===== src/rtl/alu_seq_pkg.sv =====
// rtl/alu_seq_pkg.sv - shared types and flag helper for the sequential ALU
// Contents: aluk_t op codes, state_t FSM states, nzp_of() flag encoder.
package alu_seq_pkg;

  typedef enum logic [2:0] {
    ALU_ADD  = 3'b000,
    ALU_AND  = 3'b001,
    ALU_NOT  = 3'b010,
    ALU_PASS = 3'b011,
    ALU_SHL  = 3'b100,
    ALU_SRL  = 3'b101,
    ALU_SRA  = 3'b110,
    ALU_MUL  = 3'b111
  } aluk_t;

  typedef enum logic [1:0] {
    IDLE,
    BUSY,
    DONE
  } state_t;

  // {N,Z,P}: exactly one bit set; zero takes priority over the sign bit.
  function automatic logic [2:0] nzp_of(input logic neg, input logic zero);
    return zero ? 3'b010 : (neg ? 3'b100 : 3'b001);
  endfunction

endpackage


===== src/rtl/alu_seq_iter.sv =====
// rtl/alu_seq_iter.sv - iterative shifter and optional shift-add multiplier
// Ports: Clk, Reset (sync, active-high), start/op/a/b load a new job;
//        done is high in the cycle whose update finishes the job, and
//        value/carry then present the finished (next-state) result.
// Build option: ALU_SEQ_MUL_EN adds the WIDTH-cycle multiplier for ALU_MUL.
module alu_seq_iter
  import alu_seq_pkg::*;
#(
  parameter int WIDTH = 16,
  localparam int SHW = $clog2(WIDTH)
) (
  input  logic             Clk,
  input  logic             Reset,
  input  logic             start,
  input  aluk_t            op,
  input  logic [WIDTH-1:0] a,
  input  logic [WIDTH-1:0] b,
  output logic             done,
  output logic [WIDTH-1:0] value,
  output logic             carry
);

  localparam logic [SHW:0] CNT_ONE = (SHW+1)'(1);

  logic [SHW:0]     cnt_q;
  logic [SHW:0]     cnt_load;
  aluk_t            op_q;
  logic [WIDTH-1:0] sh_q;
  logic [WIDTH-1:0] sh_next;

  always_comb begin
    sh_next = sh_q;
    case (op_q)
      ALU_SHL: sh_next = sh_q << 1;
      ALU_SRL: sh_next = sh_q >> 1;
      default: sh_next = {sh_q[WIDTH-1], sh_q[WIDTH-1:1]};
    endcase
  end

  // The job ends on the update that takes the counter from 1 to 0, so the
  // caller can capture value on that same edge.
  assign done = (cnt_q == CNT_ONE);

  always_ff @(posedge Clk) begin
    if (Reset) begin
      cnt_q <= '0;
      op_q  <= ALU_ADD;
      sh_q  <= '0;
    end else if (start) begin
      cnt_q <= cnt_load;
      op_q  <= op;
      sh_q  <= a;
    end else if (cnt_q != '0) begin
      cnt_q <= cnt_q - CNT_ONE;
      sh_q  <= sh_next;
    end
  end

`ifdef ALU_SEQ_MUL_EN
  logic [2*WIDTH-1:0] acc_q;
  logic [2*WIDTH-1:0] mcand_q;
  logic [2*WIDTH-1:0] acc_next;
  logic [WIDTH-1:0]   mplier_q;

  assign cnt_load = (op == ALU_MUL) ? (SHW+1)'(WIDTH) : {1'b0, b[SHW-1:0]};
  assign acc_next = acc_q + (mplier_q[0] ? mcand_q : '0);

  always_ff @(posedge Clk) begin
    if (Reset) begin
      acc_q    <= '0;
      mcand_q  <= '0;
      mplier_q <= '0;
    end else if (start) begin
      acc_q    <= '0;
      mcand_q  <= {{WIDTH{1'b0}}, a};
      mplier_q <= b;
    end else if (cnt_q != '0) begin
      acc_q    <= acc_next;
      mcand_q  <= mcand_q << 1;
      mplier_q <= mplier_q >> 1;
    end
  end

  assign value = (op_q == ALU_MUL) ? acc_next[WIDTH-1:0] : sh_next;
  assign carry = (op_q == ALU_MUL) && (|acc_next[2*WIDTH-1:WIDTH]);
`else
  logic unused_b;

  assign cnt_load = {1'b0, b[SHW-1:0]};
  assign unused_b = ^b[WIDTH-1:SHW];
  assign value    = sh_next;
  assign carry    = 1'b0;
`endif

endmodule


===== src/rtl/alu_seq.sv =====
// rtl/alu_seq.sv - handshaked sequential ALU with registered result and flags
// Ports: Clk, Reset (sync, active-high); in_valid/in_ready op request;
//        sr1 (A), sr2/imm selected by sr2mux (B), aluk op code;
//        out_valid/out_ready result handshake; result, nzp {N,Z,P}, co.
// Build option: ALU_SEQ_MUL_EN makes aluk=111 an iterative multiply,
//        otherwise it behaves as PASS.
module alu_seq
  import alu_seq_pkg::*;
#(
  parameter int WIDTH = 16,
  localparam int SHW = $clog2(WIDTH)
) (
  input  logic             Clk,
  input  logic             Reset,
  input  logic             in_valid,
  output logic             in_ready,
  input  logic [WIDTH-1:0] sr1,
  input  logic [WIDTH-1:0] sr2,
  input  logic [WIDTH-1:0] imm,
  input  logic             sr2mux,
  input  logic [2:0]       aluk,
  output logic             out_valid,
  input  logic             out_ready,
  output logic [WIDTH-1:0] result,
  output logic [2:0]       nzp,
  output logic             co
);

  state_t           state;
  aluk_t            op;
  logic [WIDTH-1:0] b_sel;
  logic [WIDTH-1:0] quick_res;
  logic             quick_co;
  logic [SHW-1:0]   shamt;
  logic             is_shift;
  logic             is_mul;
  logic             iter_start;
  logic             iter_done;
  logic [WIDTH-1:0] iter_value;
  logic             iter_carry;

  assign op       = aluk_t'(aluk);
  assign b_sel    = sr2mux ? imm : sr2;
  assign shamt    = b_sel[SHW-1:0];
  assign is_shift = op inside {ALU_SHL, ALU_SRL, ALU_SRA};

`ifdef ALU_SEQ_MUL_EN
  assign is_mul = (op == ALU_MUL);
`else
  assign is_mul = 1'b0;
`endif

  // Shift-by-0 never enters BUSY; it completes like a single-cycle op.
  assign iter_start = (state == IDLE) && in_valid &&
                      ((is_shift && (shamt != '0)) || is_mul);

  // Single-cycle ops; PASS, shift-by-0 and a disabled MUL all yield A.
  always_comb begin
    quick_res = sr1;
    quick_co  = 1'b0;
    case (op)
      ALU_ADD: {quick_co, quick_res} = {1'b0, sr1} + {1'b0, b_sel};
      ALU_AND: quick_res = sr1 & b_sel;
      ALU_NOT: quick_res = ~sr1;
      default: ;
    endcase
  end

  alu_seq_iter #(.WIDTH(WIDTH)) u_iter (
    .Clk   (Clk),
    .Reset (Reset),
    .start (iter_start),
    .op    (op),
    .a     (sr1),
    .b     (b_sel),
    .done  (iter_done),
    .value (iter_value),
    .carry (iter_carry)
  );

  always_ff @(posedge Clk) begin
    if (Reset) begin
      state     <= IDLE;
      in_ready  <= 1'b1;
      out_valid <= 1'b0;
      result    <= '0;
      nzp       <= 3'b010;
      co        <= 1'b0;
    end else begin
      case (state)
        IDLE: begin
          if (in_valid) begin
            in_ready <= 1'b0;
            if (iter_start) begin
              state <= BUSY;
            end else begin
              state     <= DONE;
              out_valid <= 1'b1;
              result    <= quick_res;
              co        <= quick_co;
              nzp       <= nzp_of(quick_res[WIDTH-1], quick_res == '0);
            end
          end
        end
        BUSY: begin
          if (iter_done) begin
            state     <= DONE;
            out_valid <= 1'b1;
            result    <= iter_value;
            co        <= iter_carry;
            nzp       <= nzp_of(iter_value[WIDTH-1], iter_value == '0);
          end
        end
        DONE: begin
          if (out_ready) begin
            state     <= IDLE;
            out_valid <= 1'b0;
            in_ready  <= 1'b1;
          end
        end
        default: begin
          state    <= IDLE;
          in_ready <= 1'b1;
        end
      endcase
    end
  end

endmodule


===== config.mk =====
export PLATFORM = sky130hd
export DESIGN_NAME = alu_seq
export DESIGN_NICKNAME = d
export VERILOG_FILES = /design/src/rtl/alu_seq_pkg.sv /design/src/rtl/alu_seq_iter.sv /design/src/rtl/alu_seq.sv
export SDC_FILE = /design/constraint.sdc
export NUM_CORES = 1
export LEC_CHECK = 0
export CAP_MARGIN = 20
export CORE_MARGIN = 3
export CORE_UTILIZATION = 50
export CTS_CLUSTER_SIZE = 8
export DETAILED_ROUTE_END_ITERATION = 7
export PLACE_DENSITY_LB_ADDON = 0.12
export SLEW_MARGIN = 20
export SYNTH_ARGS = -nofsm -noshare
export SYNTH_HDL_FRONTEND = slang
export SYNTH_SLANG_ARGS = --single-unit

===== constraint.sdc =====
create_clock -name Clk -period 5.8 [get_ports Clk]
set_input_delay 0.58 -clock Clk [delete_from_list [all_inputs] [get_ports Clk]]
set_output_delay 0.58 -clock Clk [all_outputs]
set_load 0.01 [all_outputs]

==> metrics, run 1 <==
clock transition time at the flip-flop clock pins of the worst setup and hold paths 90 ps; Max-Cap Viols 0; Layout Skew 7.45 ps; Arr. time, crit path 4410 ps; Mapped Avg Cell Area 7.41 sq um; first-pass GRT wire length 20100 um; clk_lat worst skew 300 ps; maximum level of the CTS H-tree 2; Inserted Clock Buffers 5; Setup Buffers After CTS 0; count of hold buffers inserted by post-cts repair 0; number of flops mapped to enable cells by yosys 0; number of slew-limit violations in the final report 0; Critical Path Max Stage Delay 470 ps; per-cell routed wire length 17.8 um; total setup violations reported at the end of the flow 0; number of buffers inserted by port buffering 77; remaining global-route overflow 0; library cell used as clock root buffer clkbuf_8; power after layout 1.29 mW; DP Wirelength 9330 um; unrepaired setup endpoints after global routing false; floorplan die width 95.5 um; post-synthesis cell type with the largest combined area dfxtp_1; number of synthesized register bits 48; Area Growth Syn to Fin 22.5%; cell type with the highest occurrence count on the critical path o22ai_2; number of antenna repair diodes 0; largest fanout on the critical path 16; Cell variety after synth 73; timing-limited maximum frequency 0.236 GHz; syn_nets 615; cells along the critical path clkdlybuf4s50_1 -> buf_4 -> mux2i_1 -> inv_1 -> ha_1 -> fa_1 -> a21oi_1 -> o22ai_2 -> or3_1 -> a31o_1 -> or4_1 -> nor4_1 -> and4bb_1 -> o22ai_2; clk buf depth 2; Power per Cell Area 262 nW/um^2; endpoint type of the worst setup path flop; clock tree from TritonCTS built; startpoint class of the critical path input pin; final worst path period need 4230 ps; DRC Markers 0; Final nets 672; status completed; pin count of the biggest net entering global routing 51; synthesized instance count 540; area of the mapped netlist 4000 sq um; cell types with the highest counts after synthesis nand2_1 (81), nor2_1 (57), a21oi_1 (56); total count of hold-check failures in the final report 0; height of the die 95.5 um; total number of vias 4309; post-route setup TNS 0 ps; sequential element share of the synthesized area 0.240; detailed-routing iteration count for the pre-antenna-repair pass 5; aggregate global-route resource usage 0.279; relative slew slack 0.475; row count 32; worst-case vdd ir drop 0.000142 V; Worst path slowest cell or4_1; routed wire length 12400 um; DRC violation total after the first TritonRoute iteration 291; FFs w/ async S/R, synth 0; class of the tightest hold or removal check flop to flop; slack of the worst reg-to-reg path 2550 ps; initial core utilization 0.515; top-count cell post-synth nand2_1; core utilization of the finished layout 0.632; antenna violations before repair 0; static power due to leakage 1.89 nW; Yosys Warn Count 0; count of pins on the block boundary 78; Main synth FF type dfxtp_1; worst setup path category input pin to flop; GPL Wtd Cong 0.913; vias per std cell 6.16; quantity of gates resized following cts 0; number of routed nets with antenna violations 0; clock sink count 48; number of cells in the finished layout apart from fillers 699; total core area 7770 sq um; data required time at the worst endpoint 5980 ps; placed cells 692; fraction of post-synthesis cell area in the top cell type by area 0.240; floorplan die area 9120 sq um; number of global-route vias before repair 4023; fraction of layout cells with a size suffix above 1 0.0737; final period utilization 0.730; Synth area leaders dfxtp_1 (24%), nand2_1 (7.6%), a21oi_1 (7.0%), ha_1 (5.6%), nor2_1 (5.3%); worst slew pin tran 788 ps
[routing by layer]
| metal | global-route usage | part of all wire |
|---|---|---|
| met1 | 0.396 | 0.45 |
| met2 | 0.439 | 0.46 |
| met3 | 0.0221 | 0.062 |
| met4 | 0.108 | 0.024 |
| met5 | 0 | 0 |
[sequential cells by signal (all words and copies together), names as in the netlist]
register      cells
u_iter.sh_q      16
out_valid         1
u_iter.cnt_q      5
co                1
nzp               3
in_ready          1
state             2
result           16
u_iter.op_q       3
[power by group]
group	internal, mW	switching, mW	total, mW
logic	0.282	0.364	0.646
registers	0.392	0.0553	0.448
clock network	0.0822	0.109	0.191
total	0.756	0.529	1.29
[cells in the final DEF, fill, tap and decap left out, types with 13 or more instances in the layout]
| cell | n |
|---|---|
| a21oi_1 | 56 |
| clkdlybuf4s50_1 | 77 |
| dfxtp_1 | 48 |
| ha_1 | 18 |
| inv_1 | 13 |
| mux2_2 | 13 |
| mux2i_1 | 16 |
| nand2_1 | 81 |
| nor2_1 | 57 |
| o211ai_1 | 25 |
| o21ai_0 | 20 |
[worst max-delay path, delay by kind of cell]
kind | cells | cell delay [ps]
AO/OA/AOI/OAI | 4 | 630
buffers and inverters | 3 | 770
adder cells (fa/ha/maj) | 2 | 670
AND/OR/NAND/NOR | 4 | 1370
multiplexers | 1 | 400
[area by class of cell]
type,instances,area (sq um)
fill,726,2860
clock buffer,6,72.6
clock inverter,1,5.00
tap,102,128
multi-input combinational,441,2850
sequential,48,961
inverter,15,56.3
timing repair buffer,86,838
[worst paths after layout]
kind	from	end	cells after the start
setup / recovery	sr2mux	nzp[0]	14
hold / removal	result[9]	result[9]	2
hold reg to reg	result[9]	result[9]	2
setup reg to reg	state[1]	nzp[1]	9
[logic make-up (layout without fill, tap and decap cells)]
| group | count (synthesis) | in the layout | share of synthesized area |
|---|---|---|---|
| buffers and inverters | 51 | 108 | 0.0513 |
| XOR/XNOR | 8 | 8 | 0.0175 |
| adder cells (fa/ha/maj) | 19 | 19 | 0.0613 |
| AND/OR/NAND/NOR | 205 | 205 | 0.238 |
| multiplexers | 31 | 31 | 0.0831 |
| AO/OA/AOI/OAI | 178 | 178 | 0.309 |
| flip-flops | 48 | 48 | 0.240 |
[stage by stage]
stage          setup slack [ps]  hold WS (ps)  instance area [sq um]
2_1_floorplan              2140           432                   4000
3_3_place_gp               1370           442                   4830
3_5_place_dp               1270           447                   4830
4_1_cts                    1590           457                   4910
5_1_grt                    1380           472                   4910
6_report                   1570           457                   4910
No activity file was read; power rests on OpenSTA's default activity.
==> inputs of run 2 (changes only) <==
==> constraint.sdc (replaced) <==
create_clock -name Clk -period 4.4 [get_ports Clk]
set_input_delay 0.44 -clock Clk [delete_from_list [all_inputs] [get_ports Clk]]
set_output_delay 0.44 -clock Clk [all_outputs]
set_load 0.01 [all_outputs]
==> metrics, run 2 (synthesis gave the netlist of run 1 again) <==
status completed; worst hold path depth 2; endpoint type of the worst setup path flop; total number of vias 4414; detailed-routing iteration count for the pre-antenna-repair pass 6; initial core utilization 0.515; registers with the most flip-flops result x16, u_iter.sh_q x16, u_iter.cnt_q x5; height of the die 95.5 um; timing-limited maximum frequency 0.259 GHz; Crit Reg-Reg Endpoint nzp[1]; Max-Cap Viols 0; total setup violations reported at the end of the flow 0; number of antenna repair diodes 0; Power per Cell Area 348 nW/um^2; antenna violations before repair 0; maximum level of the CTS H-tree 2; Setup Buffers After CTS 0; startpoint class of the critical path input pin; worst-case vdd ir drop 0.000183 V; aggregate global-route resource usage 0.279; worst slew pin tran 928 ps; DRC violation total after the first TritonRoute iteration 210; final period utilization 0.878; number of buffers inserted by port buffering 77; slack of the worst reg-to-reg path 1600 ps; largest fanout on the critical path 14; count of hold buffers inserted by post-cts repair 0; total core area 7770 sq um; number of slew-limit violations in the final report 0; Arr. time, crit path 4030 ps; clk buf depth 2; commonest cells after routing, fill and taps aside nand2_1 (81), clkdlybuf4s50_1 (77), nor2_1 (57); vias per std cell 6.24; Critical Path Max Stage Delay 570 ps; routed wire length 12800 um; Final nets 679; Worst path slowest cell clkdlybuf4s50_1; class of the tightest hold or removal check flop to flop; worst r2r src state[1]; row count 32; clock sink count 48; Inserted Clock Buffers 5; library cell used as clock root buffer clkbuf_8; power after layout 1.73 mW; hold path startpoint result[10]; quantity of gates resized following cts 0; clk_lat worst skew 300 ps; Layout Skew 8.26 ps; final worst path period need 3870 ps; first-pass GRT wire length 20200 um; clock tree from TritonCTS built; number of routed nets with antenna violations 0; DP Wirelength 9810 um; GPL Wtd Cong 0.896; remaining global-route overflow 0; unrepaired setup endpoints after global routing false; post-route setup TNS 0 ps; fraction of layout cells with a size suffix above 1 0.0876; relative slew slack 0.379; count of pins on the block boundary 78; endpoint of the worst hold path result[10]; data required time at the worst endpoint 4570 ps; pin count of the biggest net entering global routing 36; FF-to-FF path depth 8; per-cell routed wire length 18.1 um; total count of hold-check failures in the final report 0; number of global-route vias before repair 4125; Area Growth Syn to Fin 24.2%; DRC Markers 0; cells along the critical path clkdlybuf4s50_1 -> buf_4 -> mux2_2 -> ha_1 -> a21oi_2 -> o21ai_0 -> a211o_1 -> or3_1 -> a31o_1 -> nor4_1 -> and4bb_1 -> o22ai_2; floorplan die area 9120 sq um; static power due to leakage 1.94 nW; floorplan die width 95.5 um; leading cell type in the layout, fill and taps excluded nand2_1; clock transition time at the flip-flop clock pins of the worst setup and hold paths 90 ps; worst setup path category input pin to flop
-- run 2: cell types whose count changed in the layout (fill, tap and decap cells not counted), sizes merged --
cell    delta
buf        +7
clkinv     +1
-- run 2: layer usage --
layer / vias to the layer above / GRT usage / wire, um
met2: 196 / 0.465 / 5930
met5: - / 0 / 0
met3: 26 / 0.0371 / 1000
met4: 0 / 0.0841 / 266
li1: 2128 / - / -
met1: 2064 / 0.375 / 5600
-- run 2: area by class of cell --
class,instances,area (sq um)
clock inverters,2,10.0
multi-input cells,441,2850
fillers,720,2790
repair buffers,93,891
inverters,15,56.3
well taps,102,128
flip-flops and latches,48,961
clock buffers,6,82.6
-- run 2: report_power, final --
part	switching, mW	internal, mW	total [mW]	leakage (nW)
clock	0.148	0.126	0.274	0.0510
sequential	0.0726	0.517	0.590	0.395
combinational	0.486	0.379	0.865	1.49
total	0.707	1.02	1.73	1.94
-- run 2: stage by stage --
step | util | std cells | hold slack (ps) | area (sq um) | worst slack (ps)
final | 0.640 | 707 | 455 | 4970 | 535
after global routing | 0.640 | 707 | 478 | 4970 | 309
after CTS | 0.640 | 707 | 456 | 4970 | 575
after detailed placement | 0.628 | 699 | 445 | 4880 | 272
after global placement | 0.628 | 699 | 442 | 4880 | 387
after floorplan | - | 540 | 432 | 4000 | 875
-- run 2: worst max path at each step --
stage            from  slack (ps)      to  cells after the start
5_1_grt        sr2mux         310  nzp[0]                     12
4_1_cts        sr2mux         570  nzp[0]                     12
3_3_place_gp   sr2mux         390  nzp[1]                     12
6_report       sr2mux         530  nzp[0]                     12
3_5_place_dp   sr2mux         270  nzp[0]                     12
2_1_floorplan  sr2mux         880  nzp[0]                     13
-- run 2: critical path: cells and delay by family --
kind,cells,cell delay (ps)
buf+inv,2,850
mux,1,360
fa+ha+maj,1,400
compound gates,5,1090
simple gates,3,880
==> inputs of run 3 (changes only) <==
--- a/config.mk
+++ b/config.mk
@@ -11,7 +11,7 @@
 export CTS_CLUSTER_SIZE = 8
 export DETAILED_ROUTE_END_ITERATION = 7
 export PLACE_DENSITY_LB_ADDON = 0.12
-export SLEW_MARGIN = 20
+export SLEW_MARGIN = 25
 export SYNTH_ARGS = -nofsm -noshare
 export SYNTH_HDL_FRONTEND = slang
 export SYNTH_SLANG_ARGS = --single-unit
==> results of run 3 <==
Final layout, timing and power as in run 2 (identical DEF).
